### src/rtl/audio_mix_limiter.sv
// Stereo PSG+PCM mixer: master gain with stepped ramp, 16-bit saturation,
// 24-bit DAC words, sticky clip flag and mute-complete indication.
module audio_mix_limiter #(
  parameter int unsigned RAMP_STEP = 1
) (
  input  logic        clk,
  input  logic        rst,
  input  logic        next_sample,
  input  logic [15:0] psg_left,
  input  logic [15:0] psg_right,
  input  logic [15:0] pcm_left,
  input  logic [15:0] pcm_right,
  input  logic [3:0]  master_vol,
  input  logic        mute,
  input  logic        clip_clear,
  output logic [23:0] left_data,
  output logic [23:0] right_data,
  output logic        clip,
  output logic        mute_done
);

  // state  | meaning
  // MUTED  | gain held at 0
  // UP     | gain stepping toward a higher target
  // STEADY | gain equals a nonzero target
  // DOWN   | gain stepping toward a lower target
  typedef enum logic [1:0] {MUTED, UP, STEADY, DOWN} state_t;

  localparam logic [4:0] STEP = 5'(RAMP_STEP);

  state_t      state_q, state_d;
  logic [4:0]  gain_q, gain_d;
  logic [4:0]  target, up_diff, dn_diff, up_gain, dn_gain;

  logic [15:0] psg_l_q, psg_l_d, psg_r_q, psg_r_d;
  logic [15:0] pcm_l_q, pcm_l_d, pcm_r_q, pcm_r_d;
  logic [4:0]  g0_q, g0_d, g1_q, g1_d;
  logic        v0_q, v0_d, v1_q, v1_d, v2_q, v2_d;
  logic [16:0] sum_l_q, sum_l_d, sum_r_q, sum_r_d;
  logic [15:0] sat_l_q, sat_l_d, sat_r_q, sat_r_d;
  logic [16:0] res_l, res_r;
  logic [23:0] left_data_q, left_data_d, right_data_q, right_data_d;
  logic        clip_q, clip_d, mute_done_q, mute_done_d;

  // Returns {saturated, value}; scaling is floor((sum*g)/16).
  function automatic logic [16:0] scale_sat(input logic [16:0] sum, input logic [4:0] g);
    logic signed [21:0] prod;
    logic signed [21:0] scaled;
    logic [16:0]        res;
    prod   = $signed({{5{sum[16]}}, sum}) * $signed({17'd0, g});
    scaled = prod >>> 4;
    if (scaled > 22'sd32767)
      res = {1'b1, 16'h7FFF};
    else if (scaled < -22'sd32768)
      res = {1'b1, 16'h8000};
    else
      res = {1'b0, scaled[15:0]};
    return res;
  endfunction

  always_comb begin
    target  = mute ? 5'd0 : ({1'b0, master_vol} + 5'd1);
    up_diff = target - gain_q;
    dn_diff = gain_q - target;
    up_gain = gain_q + ((up_diff < STEP) ? up_diff : STEP);
    dn_gain = gain_q - ((dn_diff < STEP) ? dn_diff : STEP);
    state_d = state_q;
    gain_d  = gain_q;
    if (next_sample) begin
      case (state_q)
        MUTED: begin
          if (target > gain_q) begin
            gain_d  = up_gain;
            state_d = (up_gain == target) ? STEADY : UP;
          end
        end
        default: begin
          if (target > gain_q) begin
            gain_d  = up_gain;
            state_d = (up_gain == target) ? STEADY : UP;
          end else if (target < gain_q) begin
            gain_d  = dn_gain;
            if (dn_gain == 5'd0)
              state_d = MUTED;
            else if (dn_gain == target)
              state_d = STEADY;
            else
              state_d = DOWN;
          end else begin
            state_d = (gain_q == 5'd0) ? MUTED : STEADY;
          end
        end
      endcase
    end
  end

  // Capture uses the pre-update gain, so a sample never sees its own strobe's step.
  always_comb begin
    psg_l_d = next_sample ? psg_left  : psg_l_q;
    psg_r_d = next_sample ? psg_right : psg_r_q;
    pcm_l_d = next_sample ? pcm_left  : pcm_l_q;
    pcm_r_d = next_sample ? pcm_right : pcm_r_q;
    g0_d    = next_sample ? gain_q    : g0_q;
    v0_d    = next_sample;

    sum_l_d = {psg_l_q[15], psg_l_q} + {pcm_l_q[15], pcm_l_q};
    sum_r_d = {psg_r_q[15], psg_r_q} + {pcm_r_q[15], pcm_r_q};
    g1_d    = g0_q;
    v1_d    = v0_q;

    res_l   = scale_sat(sum_l_q, g1_q);
    res_r   = scale_sat(sum_r_q, g1_q);
    sat_l_d = v1_q ? res_l[15:0] : sat_l_q;
    sat_r_d = v1_q ? res_r[15:0] : sat_r_q;
    v2_d    = v1_q;
    clip_d  = (clip_q & ~clip_clear) | (v1_q & (res_l[16] | res_r[16]));

    left_data_d  = v2_q ? {sat_l_q, 8'h00} : left_data_q;
    right_data_d = v2_q ? {sat_r_q, 8'h00} : right_data_q;
    mute_done_d  = mute && (gain_q == 5'd0);
  end

  always_ff @(posedge clk or posedge rst) begin
    if (rst) begin
      state_q      <= MUTED;
      gain_q       <= '0;
      psg_l_q      <= '0;
      psg_r_q      <= '0;
      pcm_l_q      <= '0;
      pcm_r_q      <= '0;
      g0_q         <= '0;
      v0_q         <= 1'b0;
      sum_l_q      <= '0;
      sum_r_q      <= '0;
      g1_q         <= '0;
      v1_q         <= 1'b0;
      sat_l_q      <= '0;
      sat_r_q      <= '0;
      v2_q         <= 1'b0;
      left_data_q  <= '0;
      right_data_q <= '0;
      clip_q       <= 1'b0;
      mute_done_q  <= 1'b0;
    end else begin
      state_q      <= state_d;
      gain_q       <= gain_d;
      psg_l_q      <= psg_l_d;
      psg_r_q      <= psg_r_d;
      pcm_l_q      <= pcm_l_d;
      pcm_r_q      <= pcm_r_d;
      g0_q         <= g0_d;
      v0_q         <= v0_d;
      sum_l_q      <= sum_l_d;
      sum_r_q      <= sum_r_d;
      g1_q         <= g1_d;
      v1_q         <= v1_d;
      sat_l_q      <= sat_l_d;
      sat_r_q      <= sat_r_d;
      v2_q         <= v2_d;
      left_data_q  <= left_data_d;
      right_data_q <= right_data_d;
      clip_q       <= clip_d;
      mute_done_q  <= mute_done_d;
    end
  end

  assign left_data  = left_data_q;
  assign right_data = right_data_q;
  assign clip       = clip_q;
  assign mute_done  = mute_done_q;

endmodule

### config.mk
export PLATFORM = sky130hd
export DESIGN_NAME = audio_mix_limiter
export DESIGN_NICKNAME = d
export VERILOG_FILES = /design/src/rtl/audio_mix_limiter.sv
export SDC_FILE = /design/constraint.sdc
export NUM_CORES = 1
export LEC_CHECK = 0
export ABC_AREA = 1
export BUFFER_PORTS_ARGS = -buffer_cell sky130_fd_sc_hd__buf_2
export CORE_MARGIN = 2
export CORE_UTILIZATION = 30
export CTS_BUF_LIST = sky130_fd_sc_hd__clkbuf_4 sky130_fd_sc_hd__clkbuf_8
export DETAILED_ROUTE_END_ITERATION = 10
export PLACE_DENSITY = 0.43
export SYNTH_ARGS = -nofsm -noshare
export SYNTH_HDL_FRONTEND = slang
export SYNTH_SLANG_ARGS = --single-unit
export TNS_END_PERCENT = 30
### constraint.sdc
create_clock -name clk -period 7.64 [get_ports clk]
set_input_delay 1.528 -clock clk [delete_from_list [all_inputs] [get_ports clk]]
set_output_delay 1.528 -clock clk [all_outputs]
set_load 0.05 [all_outputs]
==> results of run 1 <==
synth_stat cells (3+ instances only):
| cell | number | share of area (%) |
|---|---|---|
| sky130_fd_sc_hd__nand2_1 | 582 | 14 |
| sky130_fd_sc_hd__inv_1 | 416 | 10 |
| sky130_fd_sc_hd__dfrtp_1 | 184 | 30 |
| sky130_fd_sc_hd__ha_1 | 122 | 10 |
| sky130_fd_sc_hd__fa_1 | 108 | 14 |
| sky130_fd_sc_hd__a21oi_1 | 102 | 3.3 |
| sky130_fd_sc_hd__nor2_1 | 97 | 2.4 |
| sky130_fd_sc_hd__nand3_1 | 70 | 2.3 |
| sky130_fd_sc_hd__clkbuf_1 | 41 | 1.0 |
| sky130_fd_sc_hd__xor2_1 | 41 | 2.4 |
| sky130_fd_sc_hd__o21ai_0 | 38 | 1.2 |
| sky130_fd_sc_hd__mux2_2 | 31 | 2.3 |
| sky130_fd_sc_hd__xnor2_1 | 23 | 1.3 |
| sky130_fd_sc_hd__buf_4 | 18 | 0.88 |
| sky130_fd_sc_hd__nor3_1 | 14 | 0.46 |
| sky130_fd_sc_hd__nand4_1 | 11 | 0.45 |
| sky130_fd_sc_hd__a21o_1 | 9 | 0.44 |
| sky130_fd_sc_hd__nand3b_1 | 6 | 0.29 |
| sky130_fd_sc_hd__a21boi_0 | 5 | 0.25 |
| sky130_fd_sc_hd__a31oi_1 | 5 | 0.20 |
| sky130_fd_sc_hd__o21ai_1 | 4 | 0.13 |
| sky130_fd_sc_hd__buf_6 | 3 | 0.22 |
| sky130_fd_sc_hd__inv_2 | 3 | 0.074 |
| sky130_fd_sc_hd__or2_2 | 3 | 0.12 |
cells by family (layout without fill, tap and decap cells):
group	count (synthesis)	in the layout
flops	184	184
xor+xnor	64	64
buf+inv	482	564
other cells	2	24
fa+ha+maj	230	230
simple gates	793	793
compound gates	176	176
mux	31	31
final cells by class:
| class | instances | area [sq um] | share of cell area, % |
|---|---|---|---|
| inverters | 419 | 1580 | 9.36 |
| flip-flops and latches | 184 | 4600 | 27.3 |
| well taps | 672 | 841 | 4.98 |
| repair buffers | 113 | 583 | 3.45 |
| clock inverters | 15 | 199 | 1.18 |
| multi-input cells | 1318 | 8850 | 52.4 |
| clock buffers | 17 | 234 | 1.39 |
worst max-delay path by stage:
stage                 start     endpoint  depth (start not counted)
floorplan               rst         clip                          1
global placement    g1_q[0]  sat_l_q[14]                         18
detailed placement  g1_q[0]  sat_l_q[12]                         16
CTS                 g1_q[0]  sat_l_q[12]                         16
global route        g1_q[0]         clip                         17
finish              g1_q[0]         clip                         17
state kept, by name, indices dropped and copies added, names as in the netlist, 2 cells and up:
signal and flops:
g0_q 5, g1_q 5, gain_q 5, left_data 16
pcm_l_q 16, pcm_r_q 16, psg_l_q 16, psg_r_q 16
right_data 16, sat_l_q 16, sat_r_q 16, state_q 2
sum_l_q 17, sum_r_q 17
routing by layer:
metal | vias up | part of all wire (%) | routed length (um)
met1 | 5483 | 53 | 18900
li1 | 6080 | - | -
met5 | - | 0 | 0
met2 | 143 | 43 | 15200
met3 | 27 | 3.0 | 1050
met4 | 0 | 1.4 | 507
metrics by stage:
step           area (sq um)  setup WS, ns  util, %
2_1_floorplan         15400          1.11        -
3_3_place_gp          16500          2.48     32.8
3_5_place_dp          16500          2.38     32.8
4_1_cts               16900          2.33     33.7
5_1_grt               16900          1.85     33.7
6_report              16900          2.42     33.7
==> results_dict.tcl, run 1 <==
set metrics [dict create \
    synth_area_per_cell_sq_um 7.78 \
    cts_repair_resize_count 0 \
    yosys_most_used_dff "sky130_fd_sc_hd__dfrtp_1" \
    critPathLaunchType "flip-flop" \
    synth_xor_area_share_pct 3.67 \
    num_vias 11700 \
    layout.cells.most_common "sky130_fd_sc_hd__nand2_1" \
    rr_worst_depth 17 \
    n_fill_cell 5358 \
    layout-area-overhead-vs-synth_pct 10.6 \
    grt_first_pass_wirelength_mm 60.7 \
    crit_arrival_ns 5.68 \
    clock_tree_root "sky130_fd_sc_hd__clkbuf_8" \
    critical-path-slowest-cell "sky130_fd_sc_hd__dfrtp_1" \
    worst_setup_hold_path_clk_slew_ns 0.12 \
    synth-compound-area-share_pct 6.29 \
    clk-insertion-delay-late_ns 0.56 \
    first_global_vias 12000 \
    clock_sinks 184 \
    yosys-mux-area-fraction_pct 2.29 \
    drt_pre_antenna_iters 5 \
    grt_use_met2_pct 21.7 \
    commonest_cells_after_routing_fill_and_taps_aside "582 x sky130_fd_sc_hd__nand2_1, 415 x sky130_fd_sc_hd__inv_1, 184 x sky130_fd_sc_hd__dfrtp_1" \
    buffer_ports.inserted 106 \
    required_worst_endpoint_ns 8.09 \
    overflow 0 \
    routed_via_density 4.29 \
    row_count 82 \
    critical_path_s_most_frequent_cell "sky130_fd_sc_hd__nand2_1" \
    ys_ff_latch 184 \
    timing.critical_path.slowest_cell_delay_ns 1.13 \
    groute.layer.met1.usage_pct 20.6 \
    worst-path-buf-inv 3 \
    post_synth_num_cell_types 42 \
    hold_path.class "reg -> reg" \
    die-width_um 230 \
    fp.dieH_um 230 \
    timing_worst_setup_path_type "reg -> reg" \
    yosys.area_share.adder_pct 24.2 \
    clock.fmax_mhz 191 \
    fin_worst_hold_slack_ns 0.362 \
    route.detailed.drc 0 \
    worstSetupEndpointType "flip-flop" \
    relSlewSlack_pct 18.1 \
    fin_tns_setup_ns 0 \
    outcome "finished, final reports clean" \
    drive_gt1_share_pct 9.29 \
    post-place-cells 2706 \
    numCtsBuffers 17 \
    hold-path-endpoint "v1_q" \
    synth_simple_gate_area_share_pct 20.9 \
    async_flop_share_pct 100 \
    drt-total-wl_mm 35.6 \
    worst-r2r-setup-slack_ns 2.42 \
    antenna_cells_inserted 0 \
    hp-start "v0_q" \
    die_area_sq_um 52700 \
    timing_worst_slew_pin_value_ns 1.23 \
    yosysWarnings 0 \
    busiest_layer "met2" \
    antenna_violations_before_repair 0 \
    rsz_0062_raised_after_global_routing "false" \
    max_cap_viol_count 0 \
    worstHoldPathCells 0 \
    layout_min_cycle_time_ns 5.22 \
    path_cells "nand2_1 -> inv_1 -> fa_1 -> inv_1 -> fa_1 -> fa_1 -> inv_1 -> ha_1 -> a21oi_1 -> nor3_1 -> nor3_1 -> nand4_1 -> nand2_1 -> or2_1 -> nand4_1 -> nand2_1 -> nand2_1" \
    post_layout_nonfiller_instances 2738 \
    syn_area_sq_um 15300 \
    final.setup_skew_ns 0.0172 \
    final_antenna_net_count 0 \
    synth_seq_area_share_pct 30.2 \
    synth_cells 1962 \
    drt_iter0_drc 634 \
    initial_core_util_pct 30.4 \
    postCtsHoldBufs 0 \
    period_share_pct 68.4 \
    setup_viol 0 \
    htree_num_levels 4 \
    r2r_end "clip" \
    wl_per_cell_um 13.0 \
    grt_util_met3_pct 2.27 \
    timing_hold_violations_final 0 \
    tritoncts "done" \
    crit-reg2reg-launch "g1_q[0]" \
    place.gp.congestion 0.860 \
    number_of_synthesized_flops_with_an_enable_pin 0 \
    pin_count 123 \
    maximum_number_of_pins_on_one_net_before_global_route_repair 120 \
    final_count_of_pins_violating_max_slew 0 \
    gr-usage-all-layers_pct 14.3 \
    crit_fanout 31 \
    clockBufferDepth 2 \
    post-cts-setup-buffers 0 \
    final_net_count 2356 \
    dp_hpwl_mm 28.2 \
    synth_top_family_by_area "adder cells" \
    core_area_sq_um 50200 \
    crit_family "adder cells" \
]
Power of run 1 is left out: the tool's default activity adds up to more than one toggle a clock period on the data nets, which glitch-free logic cannot reach.
==> run 2, diff against run 1 <==
==> constraint.sdc (replaced) <==
create_clock -name clk -period 5.41 [get_ports clk]
set_input_delay 1.082 -clock clk [delete_from_list [all_inputs] [get_ports clk]]
set_output_delay 1.082 -clock clk [all_outputs]
set_load 0.05 [all_outputs]
==> run 2 against run 1 <==
  * Wire length grew 1.8%
  * Die area unchanged
  * Design area grew 0.39%
  * Sequential share of layout area shrank 0.10 points
  * Register-to-register slack worse by 1.9 ns
  * Critical endpoint unchanged
  * Critical path depth up 3
  * Final cell count is 0.22% higher
  * Largest cell class unchanged
==> results_dict.tcl, run 2 (same netlist as run 1, synthesis figures left out) <==
set metrics [dict create \
    worst_slack_ns 0.554 \
    cp-startpoint "g1_q[4]" \
    numCtsBuffers 17 \
    first_global_vias 12200 \
    post-cts-setup-buffers 0 \
    crit-reg2reg-launch "g1_q[4]" \
    die-width_um 230 \
    final_count_of_pins_violating_max_slew 0 \
    final_core_utilization_pct 33.8 \
    layout-area-overhead-vs-synth_pct 11.0 \
    route.detailed.drc 0 \
    wl_per_cell_um 13.2 \
    place.gp.congestion 0.901 \
    htree_num_levels 4 \
    drt-total-wl_mm 36.2 \
    timing_worst_slew_pin_value_ns 1.03 \
    fp.dieH_um 230 \
    cts_repair_resize_count 0 \
    dp_hpwl_mm 29.1 \
    drive_gt1_share_pct 9.51 \
    drt_pre_antenna_iters 5 \
    overflow 0 \
    clockBufferDepth 2 \
    worst_setup_hold_path_clk_slew_ns 0.11 \
    antenna_violations_before_repair 1 \
    core_area_sq_um 50200 \
    layout_min_cycle_time_ns 4.86 \
    clock.fmax_mhz 206 \
    relSlewSlack_pct 31.6 \
    worst_setup_path_endpoint "clip" \
    clk-insertion-delay-late_ns 0.57 \
    num_vias 11700 \
    setup_viol 0 \
    clock_tree_root "sky130_fd_sc_hd__clkbuf_8" \
    final_net_count 2361 \
    r2r_end "clip" \
    reg.largest.list "sum_l_q: 17 flops, sum_r_q: 17 flops" \
    max_cap_viol_count 0 \
    drt_iter0_drc 472 \
    placement.setup.worst_slack_ns 0.487 \
    die_area_sq_um 52700 \
    worst-r2r-setup-slack_ns 0.55 \
    row_count 82 \
    rr_worst_depth 20 \
    commonest_cells_after_routing_fill_and_taps_aside "582 x sky130_fd_sc_hd__nand2_1, 415 x sky130_fd_sc_hd__inv_1, 184 x sky130_fd_sc_hd__dfrtp_1" \
    n_fill_cell 5451 \
    timing_hold_violations_final 0 \
    critPathLaunchType "flip-flop" \
    final.setup_skew_ns 0.0277 \
    layout.cells.most_common "sky130_fd_sc_hd__nand2_1" \
    fin_tns_setup_ns 0 \
    outcome "finished, final reports clean" \
    buffer_ports.inserted 106 \
    initial_core_util_pct 30.4 \
    required_worst_endpoint_ns 5.86 \
    hold_path.class "reg -> reg" \
    final_antenna_net_count 0 \
    crit_fanout 16 \
    tritoncts "done" \
    worstSetupEndpointType "flip-flop" \
    pin_count 123 \
    timing_worst_setup_path_type "reg -> reg" \
    period_share_pct 89.8 \
    postCtsHoldBufs 0 \
    rsz_0062_raised_after_global_routing "false" \
    maximum_number_of_pins_on_one_net_before_global_route_repair 100 \
    grt_first_pass_wirelength_mm 61.8 \
    routed_via_density 4.28 \
    worstHoldPathCells 0 \
    gr-usage-all-layers_pct 14.5 \
    crit_arrival_ns 5.31 \
    clock_sinks 184 \
]
-- run 2: per-stage QoR --
step | instance area [sq um] | hold WS, ns | instances
global route | 17000 | 0.394 | 2744
CTS | 17000 | 0.373 | 2743
finish | 17000 | 0.368 | 2744
detailed placement | 16500 | 0.359 | 2711
floorplan | 15400 | 0.331 | 1984
global placement | 16500 | 0.362 | 2711
-- run 2: worst min-delay path by stage --
stage | from | to | slack [ns]
global route | g0_q[2] | g1_q[2] | 0.39
global placement | g0_q[4] | g1_q[4] | 0.36
CTS | g0_q[3] | g1_q[3] | 0.37
detailed placement | g0_q[3] | g1_q[3] | 0.36
floorplan | v0_q | v1_q | 0.33
finish | g0_q[3] | g1_q[3] | 0.37
-- run 2: final cells by class --
class	count	area, sq um	area share, %
multi-input cells	1318	8850	52.2
flip-flops and latches	184	4600	27.2
inverters	419	1580	9.30
well taps	672	841	4.96
repair buffers	118	633	3.73
clock buffers	18	248	1.46
clock inverters	14	201	1.19
diodes	1	2.50	0.0148
-- run 2: metal layers --
metal | wire [um] | global-route usage (%)
met1 | 18900 | 21.0
met5 | 0 | 0
met2 | 15600 | 22.0
met3 | 1130 | 2.59
met4 | 607 | 4.46
-- run 2: critical path: stages (launching register included) --
cell,delay [ns]
sky130_fd_sc_hd__dfrtp_1,0.73
sky130_fd_sc_hd__buf_4,0.29
sky130_fd_sc_hd__nand2_1,0.06
sky130_fd_sc_hd__inv_1,0.05
sky130_fd_sc_hd__ha_1,0.23
sky130_fd_sc_hd__fa_1,0.55
sky130_fd_sc_hd__inv_1,0.06
sky130_fd_sc_hd__fa_1,0.53
sky130_fd_sc_hd__inv_1,0.05
sky130_fd_sc_hd__ha_1,0.36
sky130_fd_sc_hd__a21oi_1,0.25
sky130_fd_sc_hd__o21ai_1,0.11
sky130_fd_sc_hd__nand2_1,0.08
sky130_fd_sc_hd__nand3_1,0.15
sky130_fd_sc_hd__nand2_1,0.13
sky130_fd_sc_hd__nand4_1,0.10
sky130_fd_sc_hd__nand2_1,0.18
sky130_fd_sc_hd__or2_1,0.50
sky130_fd_sc_hd__nand4_1,0.16
sky130_fd_sc_hd__nand2_1,0.11
sky130_fd_sc_hd__nand2_1,0.06
Power of run 2 is left out for the same reason.
